$ cat src/rtl/c17_bist_pkg.sv
// Shared types and constants for the C17 BIST controller and its MISR.
package c17_bist_pkg;

    localparam int unsigned NIN    = 5;
    localparam int unsigned NOUT   = 2;
    localparam int unsigned IDX_W  = 6;
    localparam int unsigned CNT_W  = 4;
    localparam int unsigned N_EXH  = 32;
    localparam int unsigned N_LFSR = 31;

    localparam int unsigned MISR_TAP_A = 15;
    localparam int unsigned MISR_TAP_B = 13;
    localparam int unsigned MISR_TAP_C = 12;
    localparam int unsigned MISR_TAP_D = 10;

    localparam int unsigned LFSR_TAP_HI = 4;
    localparam int unsigned LFSR_TAP_LO = 2;

    localparam logic [NIN-1:0] LFSR_SEED = NIN'(1);

    typedef enum logic [2:0] {
        ST_IDLE,
        ST_APPLY,
        ST_WAIT,
        ST_CAPTURE,
        ST_COMPARE,
        ST_DONE
    } state_e;

    // x^5+x^3+1 Fibonacci step; maximal length, never reaches zero from a nonzero seed.
    function automatic logic [NIN-1:0] lfsr_next(input logic [NIN-1:0] p);
        return {p[NIN-2:0], p[LFSR_TAP_HI] ^ p[LFSR_TAP_LO]};
    endfunction

endpackage

$ cat src/rtl/c17_misr.sv
// Multiple-input signature register compacting the C17 response into a signature.
module c17_misr
    import c17_bist_pkg::*;
#(
    parameter int unsigned W = 16
) (
    input  logic            clk,
    input  logic            rst_n,
    input  logic            clr_i,
    input  logic            en_i,
    input  logic [NOUT-1:0] data_i,
    output logic [W-1:0]    sig_o
);

    logic [W-1:0] sig_q;
    logic [W-1:0] sig_d;
    logic         fb_c;

    assign fb_c = sig_q[MISR_TAP_A] ^ sig_q[MISR_TAP_B] ^ sig_q[MISR_TAP_C] ^ sig_q[MISR_TAP_D];

    // Clear has priority so a new run always starts from an all-zero signature.
    always_comb begin
        sig_d = sig_q;
        if (clr_i) begin
            sig_d = '0;
        end else if (en_i) begin
            sig_d = {sig_q[W-2:0], fb_c} ^ W'(data_i);
        end
    end

    always_ff @(posedge clk or negedge rst_n) begin
        if (!rst_n) begin
            sig_q <= '0;
        end else begin
            sig_q <= sig_d;
        end
    end

    assign sig_o = sig_q;

endmodule

$ cat src/rtl/c17_bist_ctrl.sv
// BIST controller: applies exhaustive or LFSR patterns to a C17 netlist,
// compacts the responses in a MISR and compares against a golden signature.
module c17_bist_ctrl
    import c17_bist_pkg::*;
#(
    parameter int unsigned SETTLE = 1,
    parameter int unsigned SIG_W  = 16
) (
    input  logic             clk,
    input  logic             rst_n,
    input  logic             start,
    input  logic             abort,
    input  logic             mode,
    input  logic [SIG_W-1:0] golden_sig,
    output logic [NIN-1:0]   pat_o,
    input  logic [NOUT-1:0]  resp_i,
    output logic             busy,
    output logic             done,
    output logic             pass,
    output logic [SIG_W-1:0] signature,
    output logic [IDX_W-1:0] pat_idx
);

    state_e             state_q, state_d;
    logic [NIN-1:0]     gen_q, gen_d;
    logic               mode_q, mode_d;
    logic [SIG_W-1:0]   golden_q, golden_d;
    logic [IDX_W-1:0]   idx_q, idx_d;
    logic [CNT_W-1:0]   wait_q, wait_d;
    logic               busy_q, busy_d;
    logic               done_q, done_d;
    logic               pass_q, pass_d;

    logic               misr_clr_c;
    logic               misr_en_c;
    logic               in_run_c;
    logic               last_c;
    logic [NIN-1:0]     gen_adv_c;
    logic [SIG_W-1:0]   sig_c;

    assign in_run_c  = state_q inside {ST_APPLY, ST_WAIT, ST_CAPTURE, ST_COMPARE};
    assign last_c    = idx_q == (mode_q ? IDX_W'(N_LFSR - 1) : IDX_W'(N_EXH - 1));
    assign gen_adv_c = mode_q ? lfsr_next(gen_q) : gen_q + NIN'(1);

    // Next-state and datapath control; abort overrides every in-run transition.
    always_comb begin
        state_d    = state_q;
        gen_d      = gen_q;
        mode_d     = mode_q;
        golden_d   = golden_q;
        idx_d      = idx_q;
        wait_d     = wait_q;
        busy_d     = busy_q;
        done_d     = done_q;
        pass_d     = pass_q;
        misr_clr_c = 1'b0;
        misr_en_c  = 1'b0;

        if (in_run_c && abort) begin
            state_d = ST_IDLE;
            busy_d  = 1'b0;
        end else begin
            case (state_q)
                ST_IDLE, ST_DONE: begin
                    if (start && !abort) begin
                        mode_d     = mode;
                        golden_d   = golden_sig;
                        gen_d      = mode ? LFSR_SEED : '0;
                        idx_d      = '0;
                        misr_clr_c = 1'b1;
                        done_d     = 1'b0;
                        pass_d     = 1'b0;
                        busy_d     = 1'b1;
                        state_d    = ST_APPLY;
                    end
                end
                ST_APPLY: begin
                    wait_d  = CNT_W'(SETTLE - 1);
                    state_d = ST_WAIT;
                end
                ST_WAIT: begin
                    if (wait_q == '0) begin
                        state_d = ST_CAPTURE;
                    end else begin
                        wait_d = wait_q - CNT_W'(1);
                    end
                end
                ST_CAPTURE: begin
                    misr_en_c = 1'b1;
                    idx_d     = idx_q + IDX_W'(1);
                    // The final pattern stays on pat_o after the run.
                    if (last_c) begin
                        state_d = ST_COMPARE;
                    end else begin
                        gen_d   = gen_adv_c;
                        state_d = ST_APPLY;
                    end
                end
                ST_COMPARE: begin
                    pass_d  = (sig_c == golden_q);
                    done_d  = 1'b1;
                    busy_d  = 1'b0;
                    state_d = ST_DONE;
                end
                default: begin
                    state_d = ST_IDLE;
                end
            endcase
        end
    end

    always_ff @(posedge clk or negedge rst_n) begin
        if (!rst_n) begin
            state_q  <= ST_IDLE;
            gen_q    <= '0;
            mode_q   <= 1'b0;
            golden_q <= '0;
            idx_q    <= '0;
            wait_q   <= '0;
            busy_q   <= 1'b0;
            done_q   <= 1'b0;
            pass_q   <= 1'b0;
        end else begin
            state_q  <= state_d;
            gen_q    <= gen_d;
            mode_q   <= mode_d;
            golden_q <= golden_d;
            idx_q    <= idx_d;
            wait_q   <= wait_d;
            busy_q   <= busy_d;
            done_q   <= done_d;
            pass_q   <= pass_d;
        end
    end

    c17_misr #(
        .W (SIG_W)
    ) u_misr (
        .clk    (clk),
        .rst_n  (rst_n),
        .clr_i  (misr_clr_c),
        .en_i   (misr_en_c),
        .data_i (resp_i),
        .sig_o  (sig_c)
    );

    assign pat_o     = gen_q;
    assign busy      = busy_q;
    assign done      = done_q;
    assign pass      = pass_q;
    assign signature = sig_c;
    assign pat_idx   = idx_q;

endmodule
$ cat config.mk
export PLATFORM = sky130hd
export DESIGN_NAME = c17_bist_ctrl
export DESIGN_NICKNAME = d
export VERILOG_FILES = /design/src/rtl/c17_bist_pkg.sv /design/src/rtl/c17_misr.sv /design/src/rtl/c17_bist_ctrl.sv
export SDC_FILE = /design/constraint.sdc
export NUM_CORES = 1
export LEC_CHECK = 0
export ABC_CLOCK_PERIOD_IN_PS = 1600
export CAP_MARGIN = 15
export CORE_MARGIN = 2
export CORE_UTILIZATION = 47
export CTS_CLUSTER_DIAMETER = 150
export DETAILED_ROUTE_END_ITERATION = 6
export GPL_ROUTABILITY_DRIVEN = 1
export GPL_TIMING_DRIVEN = 0
export HOLD_SLACK_MARGIN = 0.02
export PLACE_DENSITY = 0.79
export RECOVER_POWER = 25
export SLEW_MARGIN = 20
export SYNTH_ARGS = -nofsm -noshare
export SYNTH_HDL_FRONTEND = slang
export SYNTH_SLANG_ARGS = --single-unit
$ cat constraint.sdc
create_clock -name clk -period 1.6 [get_ports clk]
set_input_delay 0.4 -clock clk [delete_from_list [all_inputs] [get_ports clk]]
set_output_delay 0.4 -clock clk [all_outputs]
set_load 0.01 [all_outputs]
==> qor.yml <==
run_status:
  status: "finished, violations left"
  violations: "negative setup slack"
global_routing:
  grt_max_degree: 55
  grt_pass1_vias: 2476
  grt_overflow: 0
  grt_util_all_layers_pct: 24.66
  antenna_found_initial: 0
  grt_pass1_wl_mm: 12.11
cts:
  h-tree-depth: 2
  clock_latency_ns: 0.32
  cts.sinks: 54
  clockRootBuffer: "clkbuf_8"
  clk_path_buf_depth: 2
  cts_made_buffers: 5
  holdBufCountCts: 0
  cts.clk_slew.worst_paths_ns: 0.10
  cts_tree: "built"
floorplanning:
  num_rows: 27
  ios: 53
  start_util_pct: 49.32
  die_h_um: 80.48
  coreArea_mm2: 0.005574
  die-area_mm2: 0.006476
  die-width_um: 80.48
route:
  drt_iter0_drc: 195
  routed_wl_mm: 7.833
  wl_per_cell_um: 17.07
  vias: 2525
  vias_per_cell: 5.501
  ant_nets: 0
  dr.pass1.iters: 4
  drc: 0
timing:
  fin_ws_ns: -0.1001
  setup_viol: 25
  rsz0062_at_grt: "true"
  post-route-min-period_ns: 1.700
  maxSlewViolCount: 0
  max-slew-margin-rel_pct: 11.62
  max_freq_mhz: 588.2
  clock_skew_ns: 0.005029
  tightestPinTransition_ns: 1.326
  hold_viol_final: 0
  period_share_pct: 106.3
setup_path:
  crit_path_end_kind: "flip-flop"
  crit_fanout: 6
  crit_type: "reg -> reg"
  start_kind: "flip-flop"
  cp_data_arrival_time_ns: 1.96
  critical_path_required_ns: 1.86
power_and_ir_drop:
  clockPowerShare_pct: 27.8
  irDropWorstVdd_uv: 744.0
  switchingPower_uw: 1285
  internal_power_uw: 2842
  seqPwrFrac_pct: 42.2
  power_uw: 4127
  combinationalPowerShare_pct: 29.9
  p_leak_uw: 0.002004
  powerDensity_mw_per_mm2: 1008
  sw_frac_of_total_pct: 31.14
cells_and_area:
  final_nets: 413
  n_antenna_cell: 0
  final_core_util_pct: 73.45
  instances_no_fill: 459
  area_delta_synth_final_pct: 48.93
  layout-drive-gt1-share_pct: 29.97
  fillCellCount: 397
logic_synthesis:
  ys_ff_latch: 54
  synth_cell_types: 48
  syn_area_per_cell_um2: 9.853
  netlist_instances: 279
  synth_top_flop_cell: "dfrtp_1"
  ys.warnings.count: 0
  syn_area_mm2: 0.002749
  synth_enable_flop_cells: 0
  async_reset_ff_share_pct: 100.0
  synth_fp_nets: 306
  yosysSeqAreaShare_pct: 49.16
hold_path:
  hold_class: "in -> async"
placement:
  portBuffers: 52
  placedCellCount: 403
  place_hpwl_mm: 4.468
  gp_congestion: 0.8416
run:
  maxCapViolCount: 0
-- logic make-up (layout without fill, tap and decap cells) --
| group | Yosys count | count (layout) | share of synthesized area [%] |
|---|---|---|---|
| buf+inv | 26 | 134 | 4.688 |
| xor+xnor | 26 | 26 | 8.284 |
| mux | 4 | 4 | 1.502 |
| simple gates | 103 | 103 | 17.80 |
| flops | 54 | 54 | 49.16 |
| compound gates | 61 | 61 | 16.39 |
| fa+ha+maj | 5 | 5 | 2.185 |
-- power groups by stage --
stage                     combinational (uW)  sequential, uW  clock [uW]
final                                   1240            1740        1150
after global routing                    1350            1770        1190
after detailed placement                 944            1770           0
after global placement                   920            1760           0
after floorplan                          608            1750           0
after CTS                               1120            1730        1140
-- synthesized netlist by cell type, types with 6 or more instances --
master,n,area share [%]
nand2_1,63,8.6
inv_1,8,1.1
nand3_1,6,1.1
clkbuf_1,9,1.2
a21oi_1,9,1.6
xnor2_1,20,6.4
nor2_1,6,0.82
xor2_1,6,1.9
o21ai_0,9,1.6
dfrtp_1,54,49
o31ai_1,6,1.6
a22o_1,20,6.4
-- stage by stage --
step	hold slack (ns)	setup WS [ns]	cell area, um^2	setup TNS, ns
detailed placement	0.4829	-0.6464	3363	-26.58
global route	0.4977	-0.1330	4094	-2.766
global placement	0.4799	-1.519	3366	-107.28
finish	0.3622	-0.1001	4094	-0.9300
floorplan	0.1044	-0.02112	2755	-0.03939
CTS	0.1405	-0.04827	3885	-0.08323
-- path summary, 6_finish.rpt --
check	from	endpoint	slack, ns	cells past startpoint
worst max-delay path	state_q[1]$_DFFE_PN0P_	pat_idx[4]$_DFFE_PN0P_	-0.10	6
worst min-delay path	rst_n	pat_o[2]$_DFFE_PN0P_	0.36	1
worst max register to register	state_q[1]$_DFFE_PN0P_	pat_idx[4]$_DFFE_PN0P_	-0.10	6
worst min register to register	golden_q[9]$_DFFE_PN0P_	golden_q[9]$_DFFE_PN0P_	0.50	2
max in group asynchronous	rst_n	u_misr.sig_o[15]$_DFFE_PN0P_	0.35	1
min in group clk	golden_q[9]$_DFFE_PN0P_	golden_q[9]$_DFFE_PN0P_	0.50	2
-- routing by layer --
| layer | up-vias | routed length, um | global-route usage (%) |
|---|---|---|---|
| met1 | 1241 | 3272 | 32.97 |
| met4 | 0 | 98 | 7.458 |
| li1 | 1184 | - | - |
| met2 | 90 | 3984 | 40.83 |
| met5 | - | 0 | 0 |
| met3 | 10 | 477 | 4.494 |
-- repair_timing --
item                                   4_1_cts  5_1_grt
endpoints found under the hold margin        0        0
pin swaps                                   15       18
gates resized for setup                     72       39
setup endpoints to repair                   80       44
setup buffers                               36       12
cloned                                       1        1
-- cells in the final DEF, fill, tap and decap left out, drive strengths merged, types with 2 or more instances in the layout --
| cell | instances |
|---|---|
| nand2 | 63 |
| buf | 61 |
| dfrtp | 54 |
| dlygate4sd2 | 31 |
| a22o | 20 |
| xnor2 | 20 |
| clkdlybuf4s50 | 19 |
| clkbuf | 12 |
| a21oi | 10 |
| o21ai | 9 |
| inv | 8 |
| nor2 | 6 |
| xor2 | 6 |
| o31ai | 6 |
| nand3 | 6 |
| ha | 4 |
| nor3 | 4 |
| o2bb2ai | 3 |
| mux2i | 3 |
| or4 | 3 |
| nand2b | 2 |
| o21a | 2 |
| nand4 | 2 |
| o22ai | 2 |
| nor2b | 2 |
| o32ai | 2 |
| nor3b | 2 |
| nand3b | 2 |
| or3 | 2 |
| bufinv | 2 |
| and3b | 2 |
| nor4 | 2 |
-- flip-flops by register name, indices dropped and copies added, names as in the netlist --
register	cells
done	1
pass	1
pat_idx	6
u_misr.sig_o	16
state_q	3
golden_q	16
wait_q	4
busy	1
pat_o	5
mode_q	1
-- cell type report --
type	count	area, um^2	share of cell area, %
Tap cell	72	90.09	2.200
Timing Repair Buffer	102	870.8	21.27
Multi-Input combinational cell	199	1473	35.97
Sequential cell	54	1361	33.25
Clock inverter	2	60.06	1.467
Clock buffer	6	82.58	2.017
Inverter	8	30.03	0.7335
Buffer	16	126.4	3.087
-- worst max-delay path, cell delays in order (launching register included) --
cell and delay [ns]:
dfrtp_1 0.39, buf_6 0.14, nor3b_4 0.28, a21oi_4 0.12
buf_6 0.15, or4_4 0.41, a21oi_2 0.15
Power figures use the tool's default switching activity.
